File: config.mk
export PLATFORM = sky130hd
export DESIGN_NAME = timeout_retry_ctrl
export DESIGN_NICKNAME = d
export VERILOG_FILES = /design/src/rtl/timeout_retry_ctrl.sv
export SDC_FILE = /design/constraint.sdc
export NUM_CORES = 1
export LEC_CHECK = 0
export CAP_MARGIN = 20
export CORE_MARGIN = 2
export CORE_UTILIZATION = 58
export CTS_BUF_LIST = sky130_fd_sc_hd__clkbuf_8
export DETAILED_ROUTE_END_ITERATION = 8
export GPL_ROUTABILITY_DRIVEN = 0
export PLACE_DENSITY_LB_ADDON = 0.05
export REMOVE_ABC_BUFFERS = 1
export SLEW_MARGIN = 15
export SYNTH_ARGS = -nofsm -noshare
export SYNTH_HDL_FRONTEND = slang
export SYNTH_SLANG_ARGS = --single-unit
File: constraint.sdc
create_clock -name clk -period 2.7 [get_ports clk]
set_clock_uncertainty 0.15 [all_clocks]
set_input_delay 0.405 -clock clk [delete_from_list [all_inputs] [get_ports clk]]
set_output_delay 0.405 -clock clk [all_outputs]
set_load 0.02 [all_outputs]
File: src/rtl/timeout_retry_ctrl.sv
// timeout_retry_ctrl: issues a request to a slave, waits for ack and retries
// after a watchdog timeout with a fixed idle backoff. Reports done or error.
// The optional status outputs retry_cnt and timeout_total exist only when the
// macro TIMEOUT_RETRY_STATUS_EN is defined.
module timeout_retry_ctrl #(
    parameter int MAX_RETRY = 3,
    parameter int BACKOFF   = 16
) (
    input  logic        clk,
    input  logic        rst,
    input  logic        start,
    input  logic        abort,
    input  logic        ack,
    input  logic        thresh,
    output logic        ctr_clr,
    output logic        req,
    output logic        busy,
    output logic        done,
    output logic        error
`ifdef TIMEOUT_RETRY_STATUS_EN
    ,
    output logic [3:0]  retry_cnt,
    output logic [15:0] timeout_total
`endif
);

    localparam logic [2:0] S_IDLE    = 3'd0;
    localparam logic [2:0] S_REQ     = 3'd1;
    localparam logic [2:0] S_WAIT    = 3'd2;
    localparam logic [2:0] S_BACKOFF = 3'd3;
    localparam logic [2:0] S_DONE    = 3'd4;
    localparam logic [2:0] S_ERR     = 3'd5;

    localparam logic [3:0]  MAX_R   = 4'(MAX_RETRY);
    localparam logic [15:0] BO_LAST = 16'(BACKOFF - 1);

    logic [2:0]  state, state_nxt;
    logic [3:0]  retry_q;
    logic [15:0] bo_cnt;

    // Next-state decode; abort overrides every other transition outside IDLE.
    always_comb begin
        state_nxt = state;
        if (abort && state != S_IDLE) begin
            state_nxt = S_IDLE;
        end else begin
            case (state)
                S_IDLE:    if (start) state_nxt = S_REQ;
                S_REQ:     state_nxt = S_WAIT;
                S_WAIT: begin
                    if (ack)
                        state_nxt = S_DONE;
                    else if (thresh)
                        state_nxt = (retry_q == MAX_R) ? S_ERR : S_BACKOFF;
                end
                S_BACKOFF: if (bo_cnt == BO_LAST) state_nxt = S_REQ;
                S_DONE:    state_nxt = S_IDLE;
                S_ERR:     state_nxt = S_IDLE;
                default:   state_nxt = S_IDLE;
            endcase
        end
    end

    // State register.
    always_ff @(posedge clk or posedge rst) begin
        if (rst) state <= S_IDLE;
        else     state <= state_nxt;
    end

    // Retry count: cleared in IDLE, bumped on each timeout that leads to a backoff.
    always_ff @(posedge clk or posedge rst) begin
        if (rst)
            retry_q <= '0;
        else if (state == S_IDLE)
            retry_q <= '0;
        else if (state == S_WAIT && state_nxt == S_BACKOFF)
            retry_q <= retry_q + 4'd1;
    end

    // Backoff counter: sits at zero outside BACKOFF so it starts from 0 on entry.
    always_ff @(posedge clk or posedge rst) begin
        if (rst)
            bo_cnt <= '0;
        else if (state != S_BACKOFF)
            bo_cnt <= '0;
        else
            bo_cnt <= bo_cnt + 16'd1;
    end

`ifdef TIMEOUT_RETRY_STATUS_EN
    // Saturating tally of every watchdog timeout seen while waiting for ack.
    always_ff @(posedge clk or posedge rst) begin
        if (rst)
            timeout_total <= '0;
        else if (state == S_WAIT && thresh && timeout_total != 16'hFFFF)
            timeout_total <= timeout_total + 16'd1;
    end

    assign retry_cnt = retry_q;
`endif

    // Outputs decode the registered state only; the watchdog runs only in WAIT.
    assign req     = (state == S_REQ);
    assign busy    = (state != S_IDLE);
    assign done    = (state == S_DONE);
    assign error   = (state == S_ERR);
    assign ctr_clr = (state != S_WAIT);

endmodule

Word level (Yosys, flattened, before mapping) --
Cells that the tools add are included.
Word-level totals: flip-flop bits (word level) 23, bits in latches 0, bits in writable memories 0, memory bits (read-only) 0, bits of input ports 6, output and inout bits 5, logic and storage cells 30, memories kept 0
Cells by class: add/sub/neg operators 2, $mul 0, divide/modulo/power cells 0, order comparisons 0, equal/unequal tests 10, shift-type cells 0, muxes and demuxes 10, bitwise operators 0, reductions and logical operators 5
Operators with widths (number):
- 3-bit two-way mux | 6
- 16-bit by 1-bit adder with 16-bit output (second input constant) | 1
- 16-bit by 4-bit equality test with 1-bit output (second input constant) | 1
- 16-bit two-way mux | 1
- 3-bit case mux with 4 select lines | 1
- 3-bit by 2-bit equality test with 1-bit output (second input constant) | 3
- 4-bit two-way mux | 2
- 3-bit equality test (second input constant) | 2
- 3-bit by 2-bit != test with 1-bit output (second input constant) | 2
- 4-bit by 1-bit adder with 4-bit output (second input constant) | 1
- 4-bit by 2-bit equality test with 1-bit output (second input constant) | 1
- 3-bit by 1-bit equality test with 1-bit output (second input constant) | 1
- 3-bit logical NOT | 1
- 3-bit nonzero test | 1
- 1-bit logical AND | 2
- 2-bit nonzero test | 1

Longest topological paths before layout --
word-level depth 10, gate-level depth with buffers 5

Least setup slack after synthesis --
Ideal clock, no wire load.
path type register -> register, start reg state[0], end reg retry_q[2], library setup time 0.119 ns, arrival time 1.735 ns, required time 2.431 ns, setup slack 0.696 ns, cell stages (with the launch flop) 6, path buffers 1, cells stage by stage dfrtp_1 -> buf_6 -> or4b_4 -> a2111oi_4 -> a21oi_1 -> o21a_1
Between the ends: word-level cells in the longest chain between the ends 7, elaborated cells on any way between the ends 16, classes of those cells 4 x eq/ne; 7 x mux; 5 x reduce/logical
Ends and longest elaborated chain:
- from (decl) | RTL line 37 | logic [2:0] state, state_nxt;
- from (signal assigned) | RTL line 67 | else state <= state_nxt;
- 3-bit two-way mux | RTL line 53 | else if (thresh)
- 3-bit two-way mux | RTL line 51 | if (ack)
- 3-bit case mux with 4 select lines | RTL line 47 | case (state)
- 3-bit two-way mux | RTL line 44 | if (abort && state != S_IDLE) begin
- 3-bit by 2-bit equality test with 1-bit output | RTL line 76 | else if (state == S_WAIT && state_nxt == S_BACKOFF)
- 1-bit logical AND | RTL line 76
- 2-bit nonzero test (no source line)
- to (signal assigned) | RTL line 77 | retry_q <= retry_q + 4'd1;
- to (decl) | RTL line 38 | logic [3:0] retry_q;
Parallel ways exist; a longest one is shown, timed or not. A chain may end at the register's enable or synchronous reset.

Final worst setup path --
start reg state[1], end out busy
Between the ends: word-level cells in the longest chain between the ends 1
Ends and longest elaborated chain:
- 3-bit nonzero test | RTL line 104 | assign busy = (state != S_IDLE);
- to (decl) | RTL line 17 | output logic busy,
No other way between the ends.

==> flow_summary.rst <==
.. list-table::
   :header-rows: 1

   * - Metric
     - Value
   * - Hold Path Class
     - input pin to async pin
   * - Clock-pin transition on the worst setup and hold timing paths
     - 0.08 ns
   * - Run status
     - complete, no violations
   * - Final number of hold-violating endpoints
     - 0
   * - Peak supply drop
     - 0.000392 V
   * - Sum of negative setup slack
     - 0 ns
   * - Slowest stage delay, CP
     - 0.58 ns
   * - Endpoint arrival time on the critical path
     - ~1.9 ns
   * - Area of all sequential standard cells
     - 576 um^2
   * - Core box area
     - 0.00196 mm^2
   * - Root buffer cell
     - sky130_fd_sc_hd__clkbuf_8
   * - Port buffer count
     - 10
   * - Die Span X
     - 49.4 um
   * - Area of the die
     - ~0.0024 mm^2
   * - Die height
     - 49.4 um
   * - Via count
     - 941
   * - Gr usage total
     - 21.5%
   * - Cells after synthesis
     - 128
   * - Total net switching power
     - 0.169 mW
   * - Buf+Inv Stages, Crit Path
     - 2
   * - Critical-path maximum fanout
     - 10
   * - Antenna cell count
     - 0
   * - Buffers inserted during post-CTS setup optimization
     - 0
   * - Vias in the first global route
     - 897
   * - Wire length per cell after detailed routing
     - 13.4 um
   * - Kind of end point of the critical path
     - primary output
   * - Total power of the final layout
     - 0.660 mW
   * - Largest net degree at the start of global routing
     - 24
   * - Transition at the pin with the smallest max-transition slack
     - 0.435 ns
   * - Clock Sinks
     - 23
   * - Hold-fix buffer count after cts
     - 0
   * - Category of the critical setup timing path
     - flip-flop to primary output
   * - Total area of multi-input combinational cells
     - approximately 560 um^2
   * - Insertion delay of the later-clocked pin in the worst-skew pair
     - 0.26 ns
   * - Synthesized area divided by synthesized cell count
     - 9.34 um^2
   * - Wirelength, routed
     - 2250 um
   * - Detail Placement HPWL
     - approximately 1700 um
   * - Internal power
     - 0.491 mW
   * - Detailed-routing iteration count for the pre-antenna-repair pass
     - 4
   * - Maximum achievable frequency
     - 407 MHz
   * - Max-cap violations
     - 0
   * - Total CTS buffers
     - 3
   * - Final count of negative-setup-slack endpoints
     - 0
   * - Total gr overflow
     - 0
   * - Kind of start point of the critical path
     - flip-flop
   * - TritonCTS clock tree
     - built
   * - Clk buf depth
     - 2
   * - Post-Route Utilization
     - 69.6%
   * - Global-route wire length before repair
     - 4070 um
   * - Cells along the critical path
     - nor3_1, inv_1, clkdlybuf4s50_1
   * - Detailed-route vias per instance
     - 5.63
   * - Share of layout cells above drive strength 1
     - 5.00%
   * - Sequential share of the synthesized area
     - 48.1%
   * - Count of pins over their slew limit
     - 0
   * - Initial core utilization
     - ~60%
   * - Number of distinct library cell variants in the gate-level netlist after synthesis
     - 29
   * - Ports placed on the boundary
     - 11
   * - RSZ-0062 raised after global routing
     - no
   * - First-iteration detailed-routing DRC count
     - 18
   * - Clock Power Share
     - 31.0%
   * - Part of the total power dissipated in combinational logic
     - between 10% and 20%
   * - Pwr Density
     - 484 mW/mm^2
   * - Data required, critical path
     - 2.14 ns
   * - Critical-path top delay cell
     - sky130_fd_sc_hd__clkdlybuf4s50_1
   * - Part of the power in registers
     - 55.4%
   * - Number of resized instances in the post-cts repair step
     - 0
   * - Count of synthesis-stage warnings from yosys
     - 0
   * - Number of fill cells in the layout
     - 176
   * - CP delay by family, top
     - buffers and inverters
   * - Initial antenna violation count
     - 0
   * - Share of total power consumed by net switching
     - around 26%
   * - Remaining max-slew budget at the tightest pin
     - a little over two thirds
   * - Synthesized area
     - 0.00120 mm^2
   * - Detailed-route DRC error count
     - 0
   * - Flop and latch count out of synthesis
     - 23
   * - Antenna Violating Nets Remaining
     - 0
   * - H-tree Lvls
     - 1
   * - Layout area overhead
     - 14.1%
   * - Min Clock Period, post-route
     - 2.46 ns
   * - Leakage
     - 0.546 nW
   * - Number of placement rows
     - 16
   * - Fin nets
     - 149
   * - Final worst hold slack
     - 0.320 ns
   * - Part of the cycle the worst path needs
     - 91.0%
==> synth_stat cells <==
library cell                 n  area share [%]
sky130_fd_sc_hd__o21ai_0     2            0.84
sky130_fd_sc_hd__clkbuf_2    1            0.42
sky130_fd_sc_hd__nand3_1     8             3.3
sky130_fd_sc_hd__nor3b_1     2             1.3
sky130_fd_sc_hd__o211ai_1    1            0.63
sky130_fd_sc_hd__nor2_1     24             7.5
sky130_fd_sc_hd__a31oi_1     1            0.52
sky130_fd_sc_hd__a2111oi_4   1             2.3
sky130_fd_sc_hd__dfrtp_1    23              48
sky130_fd_sc_hd__and3_1      2             1.0
sky130_fd_sc_hd__ha_1        2             2.1
sky130_fd_sc_hd__clkbuf_1    1            0.31
sky130_fd_sc_hd__buf_6       1            0.94
sky130_fd_sc_hd__nand3b_1    1            0.63
sky130_fd_sc_hd__nand4_1     3             1.6
sky130_fd_sc_hd__nor4_1     10             5.2
sky130_fd_sc_hd__and3b_1     1            0.73
sky130_fd_sc_hd__nand2_1     7             2.2
sky130_fd_sc_hd__and2_1      1            0.52
sky130_fd_sc_hd__xnor2_1    12             8.8
sky130_fd_sc_hd__or4b_4      1             1.2
sky130_fd_sc_hd__a21o_1      1            0.63
sky130_fd_sc_hd__buf_2       1            0.42
sky130_fd_sc_hd__inv_1       9             2.8
sky130_fd_sc_hd__o21a_1      1            0.63
sky130_fd_sc_hd__or3_1       1            0.52
sky130_fd_sc_hd__a21oi_1     4             1.7
sky130_fd_sc_hd__nor3_1      4             1.7
sky130_fd_sc_hd__xor2_1      2             1.5
==> area by class of cell <==
type | count | share of cell area [%]
Clock buffer | 3 | 3.02
Inverter | 9 | 2.47
Tap cell | 27 | 2.47
Timing Repair Buffer | 12 | 8.43
Sequential cell | 23 | 42.2
Clock inverter | 1 | 0.275
Multi-Input combinational cell | 92 | 41.2
==> layout by cell type (no fill, tap or decap), types with 2 or more instances in the layout <==
master	netlist	layout
sky130_fd_sc_hd__nor2_1	24	24
sky130_fd_sc_hd__dfrtp_1	23	23
sky130_fd_sc_hd__xnor2_1	12	12
sky130_fd_sc_hd__inv_1	9	10
sky130_fd_sc_hd__nor4_1	10	10
sky130_fd_sc_hd__clkdlybuf4s50_1	0	10
sky130_fd_sc_hd__nand3_1	8	8
sky130_fd_sc_hd__nand2_1	7	7
sky130_fd_sc_hd__nor3_1	4	4
sky130_fd_sc_hd__a21oi_1	4	4
sky130_fd_sc_hd__nand4_1	3	3
sky130_fd_sc_hd__clkbuf_8	0	3
sky130_fd_sc_hd__o21ai_0	2	2
sky130_fd_sc_hd__and3_1	2	2
sky130_fd_sc_hd__xor2_1	2	2
sky130_fd_sc_hd__nor3b_1	2	2
sky130_fd_sc_hd__ha_1	2	2
sky130_fd_sc_hd__buf_4	0	2
==> worst reg2reg max path, cell delays in order (launching register included) <==
cell and delay [ns]:
sky130_fd_sc_hd__dfrtp_1 0.48, sky130_fd_sc_hd__or4b_4 0.62, sky130_fd_sc_hd__a2111oi_4 0.45, sky130_fd_sc_hd__a21oi_1 0.12, sky130_fd_sc_hd__o21a_1 0.19
==> stage by stage <==
step                std cells  worst slack, ns  cell area [um^2]
finish                    167            0.244              1370
global route              167            0.138              1370
CTS                       167            0.238              1370
detailed placement        163            0.280              1320
global placement          163            0.309              1320
floorplan                 124            0.722              1170
==> metal layers <==
layer	share of wire, %	routed length [um]	track usage [%]
met5	0	0	0
met4	0.85	19	4.17
met3	2.8	64	3.07
met2	48	1080	34.2
met1	48	1080	31.6
==> kinds of logic after synthesis <==
logic type	count (synthesis)	synth area share [%]
buf+inv	13	4.91
flops	23	48.1
fa+ha+maj	2	2.09
simple gates	65	27.4
xor+xnor	14	10.3
compound gates	11	7.22
==> power by group through the flow <==
| stage | Combinational [mW] | Sequential [mW] | Clock, mW |
|---|---|---|---|
| 2_1_floorplan | 0.0504 | 0.369 | 0 |
| 3_3_place_gp | 0.0861 | 0.372 | 0 |
| 3_5_place_dp | 0.0902 | 0.373 | 0 |
| 4_1_cts | 0.0905 | 0.366 | 0.206 |
| 5_1_grt | 0.0994 | 0.367 | 0.221 |
| 6_report | 0.0895 | 0.366 | 0.205 |
==> flip-flops by register name, summed over array words and instances (netlist names) <==
name	cells
state	3
bo_cnt	16
retry_q	4
==> worst paths after layout <==
| kind | slack (ns) | cells past startpoint | endpoint | start |
|---|---|---|---|---|
| worst max-delay path | 0.24 | 3 | busy | state[1] |
| worst min-delay path | 0.32 | 3 | retry_q[2] | rst |
| worst max register to register | 0.59 | 4 | retry_q[2] | state[0] |
| worst min register to register | 0.33 | 1 | bo_cnt[0] | bo_cnt[0] |
| max in group asynchronous | 1.85 | 3 | bo_cnt[6] | rst |
| min in group clk | 0.33 | 1 | bo_cnt[0] | bo_cnt[0] |
(Power assumes the default switching activity.)
